`src/rtl/decode_prefetch_queue.sv`:
```
// Byte-granular prefetch queue between instruction fetch and decode.
// Fetch pushes 1..4 bytes per cycle; decode sees an 8-byte window and retires 1..8 bytes.
module decode_prefetch_queue #(
    parameter int DEPTH = 16
) (
    input  logic        i_clk,
    input  logic        i_reset_n,
    input  logic        i_flush,
    input  logic        i_fetch_valid,
    input  logic [31:0] i_fetch_data,
    input  logic [2:0]  i_fetch_bytes,
    output logic        o_fetch_ready,
    output logic [7:0]  o_window [0:7],
    output logic [3:0]  o_window_count,
    input  logic        i_consume_valid,
    input  logic [3:0]  i_consume_bytes,
    output logic        o_empty,
    output logic        o_full,
    output logic        o_error
);

    localparam int AW = $clog2(DEPTH);
    localparam int CW = AW + 1;

    logic [7:0]    mem_q [DEPTH];
    logic [7:0]    mem_d [DEPTH];
    logic [AW-1:0] wr_ptr_q, wr_ptr_d;
    logic [AW-1:0] rd_ptr_q, rd_ptr_d;
    logic [CW-1:0] count_q, count_d;
    logic          error_q, error_d;

    logic [3:0]    win_cnt;
    logic [2:0]    fetch_n;
    logic          fetch_acc;
    logic          cons_ok;
    logic          cons_acc;
    logic          cons_ill;

    always_comb begin
        win_cnt       = (count_q >= CW'(8)) ? 4'd8 : 4'(count_q);
        // Ready depends only on registered count so consume cannot combinationally gate fetch.
        o_fetch_ready = (count_q <= CW'(DEPTH - 4));
        fetch_n       = (i_fetch_bytes > 3'd4) ? 3'd4 : i_fetch_bytes;
        fetch_acc     = i_fetch_valid & o_fetch_ready & ~i_flush & (fetch_n != 3'd0);
        cons_ok       = (i_consume_bytes != 4'd0) && (i_consume_bytes <= win_cnt);
        cons_acc      = i_consume_valid & ~i_flush & cons_ok;
        cons_ill      = i_consume_valid & ~i_flush & ~cons_ok;
    end

    always_comb begin
        mem_d = mem_q;
        for (int k = 0; k < 4; k++) begin
            if (fetch_acc && (3'(k) < fetch_n))
                mem_d[wr_ptr_q + AW'(k)] = i_fetch_data[8*k +: 8];
        end
    end

    always_comb begin
        wr_ptr_d = wr_ptr_q;
        rd_ptr_d = rd_ptr_q;
        count_d  = count_q;
        error_d  = error_q | cons_ill;
        if (i_flush) begin
            wr_ptr_d = '0;
            rd_ptr_d = '0;
            count_d  = '0;
        end else begin
            if (fetch_acc) wr_ptr_d = wr_ptr_q + AW'(fetch_n);
            if (cons_acc)  rd_ptr_d = rd_ptr_q + AW'(i_consume_bytes);
            count_d = count_q
                    + (fetch_acc ? CW'(fetch_n) : CW'(0))
                    - (cons_acc  ? CW'(i_consume_bytes) : CW'(0));
        end
    end

    // Byte storage is not reset; stale bytes are masked by the window count.
    always_ff @(posedge i_clk) begin
        mem_q <= mem_d;
    end

    always_ff @(posedge i_clk or negedge i_reset_n) begin
        if (!i_reset_n) begin
            wr_ptr_q <= '0;
            rd_ptr_q <= '0;
            count_q  <= '0;
            error_q  <= 1'b0;
        end else begin
            wr_ptr_q <= wr_ptr_d;
            rd_ptr_q <= rd_ptr_d;
            count_q  <= count_d;
            error_q  <= error_d;
        end
    end

    always_comb begin
        for (int k = 0; k < 8; k++) begin
            o_window[k] = (4'(k) < win_cnt) ? mem_q[rd_ptr_q + AW'(k)] : 8'h00;
        end
        o_window_count = win_cnt;
        o_empty        = (count_q == '0);
        o_full         = (count_q == CW'(DEPTH));
        o_error        = error_q;
    end

endmodule

```
`config.mk`:
```
export PLATFORM = sky130hd
export DESIGN_NAME = decode_prefetch_queue
export DESIGN_NICKNAME = d
export VERILOG_FILES = /design/src/rtl/decode_prefetch_queue.sv
export SDC_FILE = /design/constraint.sdc
export NUM_CORES = 1
export LEC_CHECK = 0
export ABC_AREA = 1
export CAP_MARGIN = 40
export CORE_MARGIN = 2
export CORE_UTILIZATION = 40
export DETAILED_ROUTE_END_ITERATION = 16
export GPL_TIMING_DRIVEN = 0
export PLACE_DENSITY = 0.54
export SYNTH_ARGS = -nofsm -noshare
export SYNTH_HDL_FRONTEND = slang
export SYNTH_SLANG_ARGS = --single-unit
```
`constraint.sdc`:
```
create_clock -name i_clk -period 5.1 [get_ports i_clk]
set_clock_uncertainty 0.15 [all_clocks]
set_input_delay 1.02 -clock i_clk [delete_from_list [all_inputs] [get_ports i_clk]]
set_output_delay 1.02 -clock i_clk [all_outputs]
set_load 0.02 [all_outputs]
```
==> summary.txt <==
Status
  – Status: finished, violations left
  – Failing checks: negative setup slack

Synthesis
  – Xor-xnor portion of the synthesized cell area: less than 1%
  – Sequential element share of the synthesized area: 16.9%
  – Post-Synth Adder-Cell Area: 2.40%
  – Compound-Gate Fraction of Synth Area: 16.5%
  – Synth cell types: 43
  – Synth Cell Area: 17200 µm²
  – Syn Nets: 3319
  – Main combinational cell family by area after synthesis: simple AND/OR/NAND/NOR gates
  – Simple-Gate Fraction of Synth Area: 49.2%
  – Yosys warning count: 0
  – Post-Syn Area per Cell: 5.31 µm²
  – Multiplexer share of the synthesized area: 0.465%
  – Synth Register Bits: 142
  – Post-Syn Instances: 3245

Detailed routing
  – Total Wirelength: between 100000 and 150000 µm
  – Via count: 23900
  – Via/cell ratio: ~6
  – Drt first-iter violations: approximately 3800
  – Total iterations of the first detailed-routing run: 8
  – DRC: 0
  – WL per Instance: 26.6 µm
  – Post-DRT Antenna Nets: 0

Clocking
  – Setup bufs post-CTS: 0
  – H-tree depth: 4
  – Clock Path Buffers: 2
  – Num CTS Buffers: 17
  – CTS tree: yes
  – Worst-Skew Late Latency: 0.47 ns
  – Clock sink count: 142
  – Clk slew on worst S/H paths: 0.06 ns
  – Clk root buf: clkbuf_16

Critical path
  – Cell mode on critical path: o21ai_0
  – WP buf/inv: 4
  – Crit path from: rd_ptr_q[0]
  – CP max-delay cell: o21ai_0
  – Crit Path Category: reg -> out
  – CP Data Required Time: between 3 and 4 ns
  – Worst EP arrival: 3.95 ns
  – Worst R2R Start: count_q[4]
  – Kind of cell adding the most delay to the critical path: compound AO/OA/AOI/OAI gates
  – CP Cell Sequence: inv_1 > buf_2 > clkbuf_1 > o21ai_0 > o21ai_0 > nand2_1 > nand3_1 > a21oi_1 > clkdlybuf4s50_1
  – Worst-path fanout max: 19
  – Worst setup SP type: register
  – Slowest stage delay, CP: about 0.88 ns
  – Crit path capture type: output pin

Power and ir drop
  – Leakage: 9.52 nW
  – VDD IR-drop max: between 0.3 and 0.4 mV
  – Pwr per Cell Area: 605 nW/µm²

Timing
  – FMAX: 195 MHz
  – Tmin final: 5.12 ns
  – Final setup fails: 2
  – Final Hold Viols: 0
  – Least-Margin Pin Slew: ~1.1 ns
  – Slew HR: 27.9%
  – Fin worst setup slack: -0.0154 ns
  – Pins over their slew limit: 0
  – Unrepaired setup endpoints after global routing: yes
  – Final period utilization: 100%

Placed design
  – Placed Cells: 3921
  – Post-DP Area: 19300 µm²
  – Final GP Congestion: 1.18
  – Port Buffers: 98
  – Hpwl dp: 81800 µm

GRT
  – Vias in the first global route: around 22000
  – Global-route wire length before repair: 149000 µm
  – Initial antenna violation count: 4
  – Total track usage: 46.4%
  – Overflow after GRT: 0
  – Largest net degree at the start of global routing: 20

Final layout
  – Final Util: 46.4%
  – Non-filler instance count after layout: 3952
  – Area Growth Syn to Fin: 15.1%
  – Layout cell share with drive strength beyond 1: roughly 6.7%
  – Fin area: 19800 µm²
  – Final nets: about 3500

Run
  – Max-Cap Viols: 0

Worst hold path
  – Hold Path Class: reg -> reg
  – Hold path start: o_error

Floorplanning
  – Initial core utilization: around two fifths
  – Top Ports: 116
  – Die X: roughly 210 µm
  – Rows: 76
  – Core box area: 42800 µm²
  – Die Y: about 210 µm
  – Die area: 44800 µm²
-- cells in the mapped netlist, drive strengths merged --
| cell | n | area (µm²) |
|---|---|---|
| a211oi | 12 | 90.1 |
| a21o | 1 | 7.51 |
| a21oi | 183 | 927 |
| a31oi | 3 | 18.8 |
| buf | 104 | 618 |
| clkbuf | 120 | 450 |
| clkinv | 1 | 8.76 |
| dfrtp | 14 | 350 |
| dfxtp | 128 | 2560 |
| fa | 5 | 100 |
| ha | 25 | 313 |
| inv | 352 | 1320 |
| mux2i | 8 | 80.1 |
| nand2 | 1069 | 4040 |
| nand3 | 623 | 3320 |
| nand3b | 1 | 20.0 |
| nand4 | 1 | 21.3 |
| nor2 | 211 | 960 |
| nor3 | 12 | 104 |
| nor4 | 1 | 6.26 |
| o211ai | 1 | 7.51 |
| o21ai | 348 | 1740 |
| o22ai | 8 | 50.1 |
| or2 | 2 | 12.5 |
| xnor2 | 5 | 43.8 |
| xor2 | 7 | 61.3 |
-- logic make-up after synthesis --
kind of cell	Yosys count
AO/OA/AOI/OAI	556
buffers and inverters	577
adder cells (fa/ha/maj)	30
flip-flops	142
AND/OR/NAND/NOR	1920
XOR/XNOR	12
multiplexers	8
-- cell usage in the layout (no fill, tap or decap), drive strengths merged --
cell type | synthesis | final
a211oi | 12 | 12
a21o | 1 | 1
a21oi | 183 | 183
a31oi | 3 | 3
buf | 104 | 139
clkbuf | 120 | 141
clkdlybuf4s50 | 0 | 93
clkinv | 1 | 3
dfrtp | 14 | 14
dfxtp | 128 | 128
diode | 0 | 5
dlymetal6s2s | 0 | 5
fa | 5 | 5
ha | 25 | 25
inv | 352 | 352
mux2i | 8 | 8
nand2 | 1069 | 1069
nand3 | 623 | 623
nand3b | 1 | 1
nand4 | 1 | 1
nor2 | 211 | 211
nor3 | 12 | 12
nor4 | 1 | 1
o211ai | 1 | 1
o21ai | 348 | 348
o22ai | 8 | 8
or2 | 2 | 2
xnor2 | 5 | 5
xor2 | 7 | 7
-- per-stage QoR --
stage	setup TNS, ns	setup WS [ns]	total power [mW]	hold WS [ns]
5_1_grt	-0.00170	-0.00170	12.6	0.335
6_report	-0.0229	-0.0154	12.0	0.303
3_5_place_dp	-2.36	-0.224	10.4	0.298
2_1_floorplan	0	1.14	6.78	0.398
3_3_place_gp	-3.62	-0.318	10.3	0.296
4_1_cts	0	0.0129	11.6	0.307
-- repair_timing --
item / CTS / global route
gates resized for setup: 14 / 30
setup endpoints to repair: 48 / 44
endpoints found under the hold margin: 0 / 0
hold buffers: 0 / 0
-- final cells by class --
type | count | area [µm²]
Inverter | 353 | 1330
Tap cell | 546 | 683
Sequential cell | 142 | 2910
Clock buffer | 25 | 495
Timing Repair Buffer | 131 | 1370
Antenna cell | 5 | 12.5
Multi-Input combinational cell | 2526 | 11900
Buffer | 222 | 1080
Clock inverter | 2 | 10.0
Fill cell | 4763 | 22900
-- worst paths after layout --
path / depth (start not counted) / slack (ns) / to
setup / recovery: 9 / -0.02 / o_window[37]
setup reg to reg: 16 / 0.74 / count_q[4]
max in group asynchronous: 2 / 3.82 / rd_ptr_q[1]
hold reg to reg: 1 / 0.30 / o_error
hold / removal: 1 / 0.30 / o_error
min in group asynchronous: 1 / 0.59 / wr_ptr_q[3]
-- routing by layer --
metal,wire length [µm],global-route usage (%)
met2,42800,68.6
met4,9050,33.5
met5,94,1.22
met1,38100,55.2
met3,14900,17.1
-- registers in the layout, summed over array words and instances (netlist names) --
| name | flops |
|---|---|
| o_error | 1 |
| wr_ptr_q | 4 |
| count_q | 5 |
| mem_q | 128 |
| rd_ptr_q | 4 |
-- worst reg2reg max path, cell delays in order (launching register included) --
cell	delay (ns)
dfrtp_1	0.44
nor2_1	0.23
clkbuf_1	0.56
ha_1	0.36
a21oi_1	0.14
o21ai_0	0.08
o21ai_0	0.11
nand3_1	0.31
inv_1	0.20
nand2_1	0.10
fa_1	0.55
inv_1	0.07
fa_1	0.47
nor3_1	0.21
a211oi_1	0.07
xor2_1	0.14
nor2_1	0.06
-- report_power, final --
group	switching (mW)	leakage, nW	internal, mW	total [mW]
Combinational	5.82	8.03	2.81	8.63
Clock	0.539	0.251	0.657	1.20
Sequential	0.645	1.24	1.52	2.17
No activity file was read; power rests on OpenSTA's default activity.
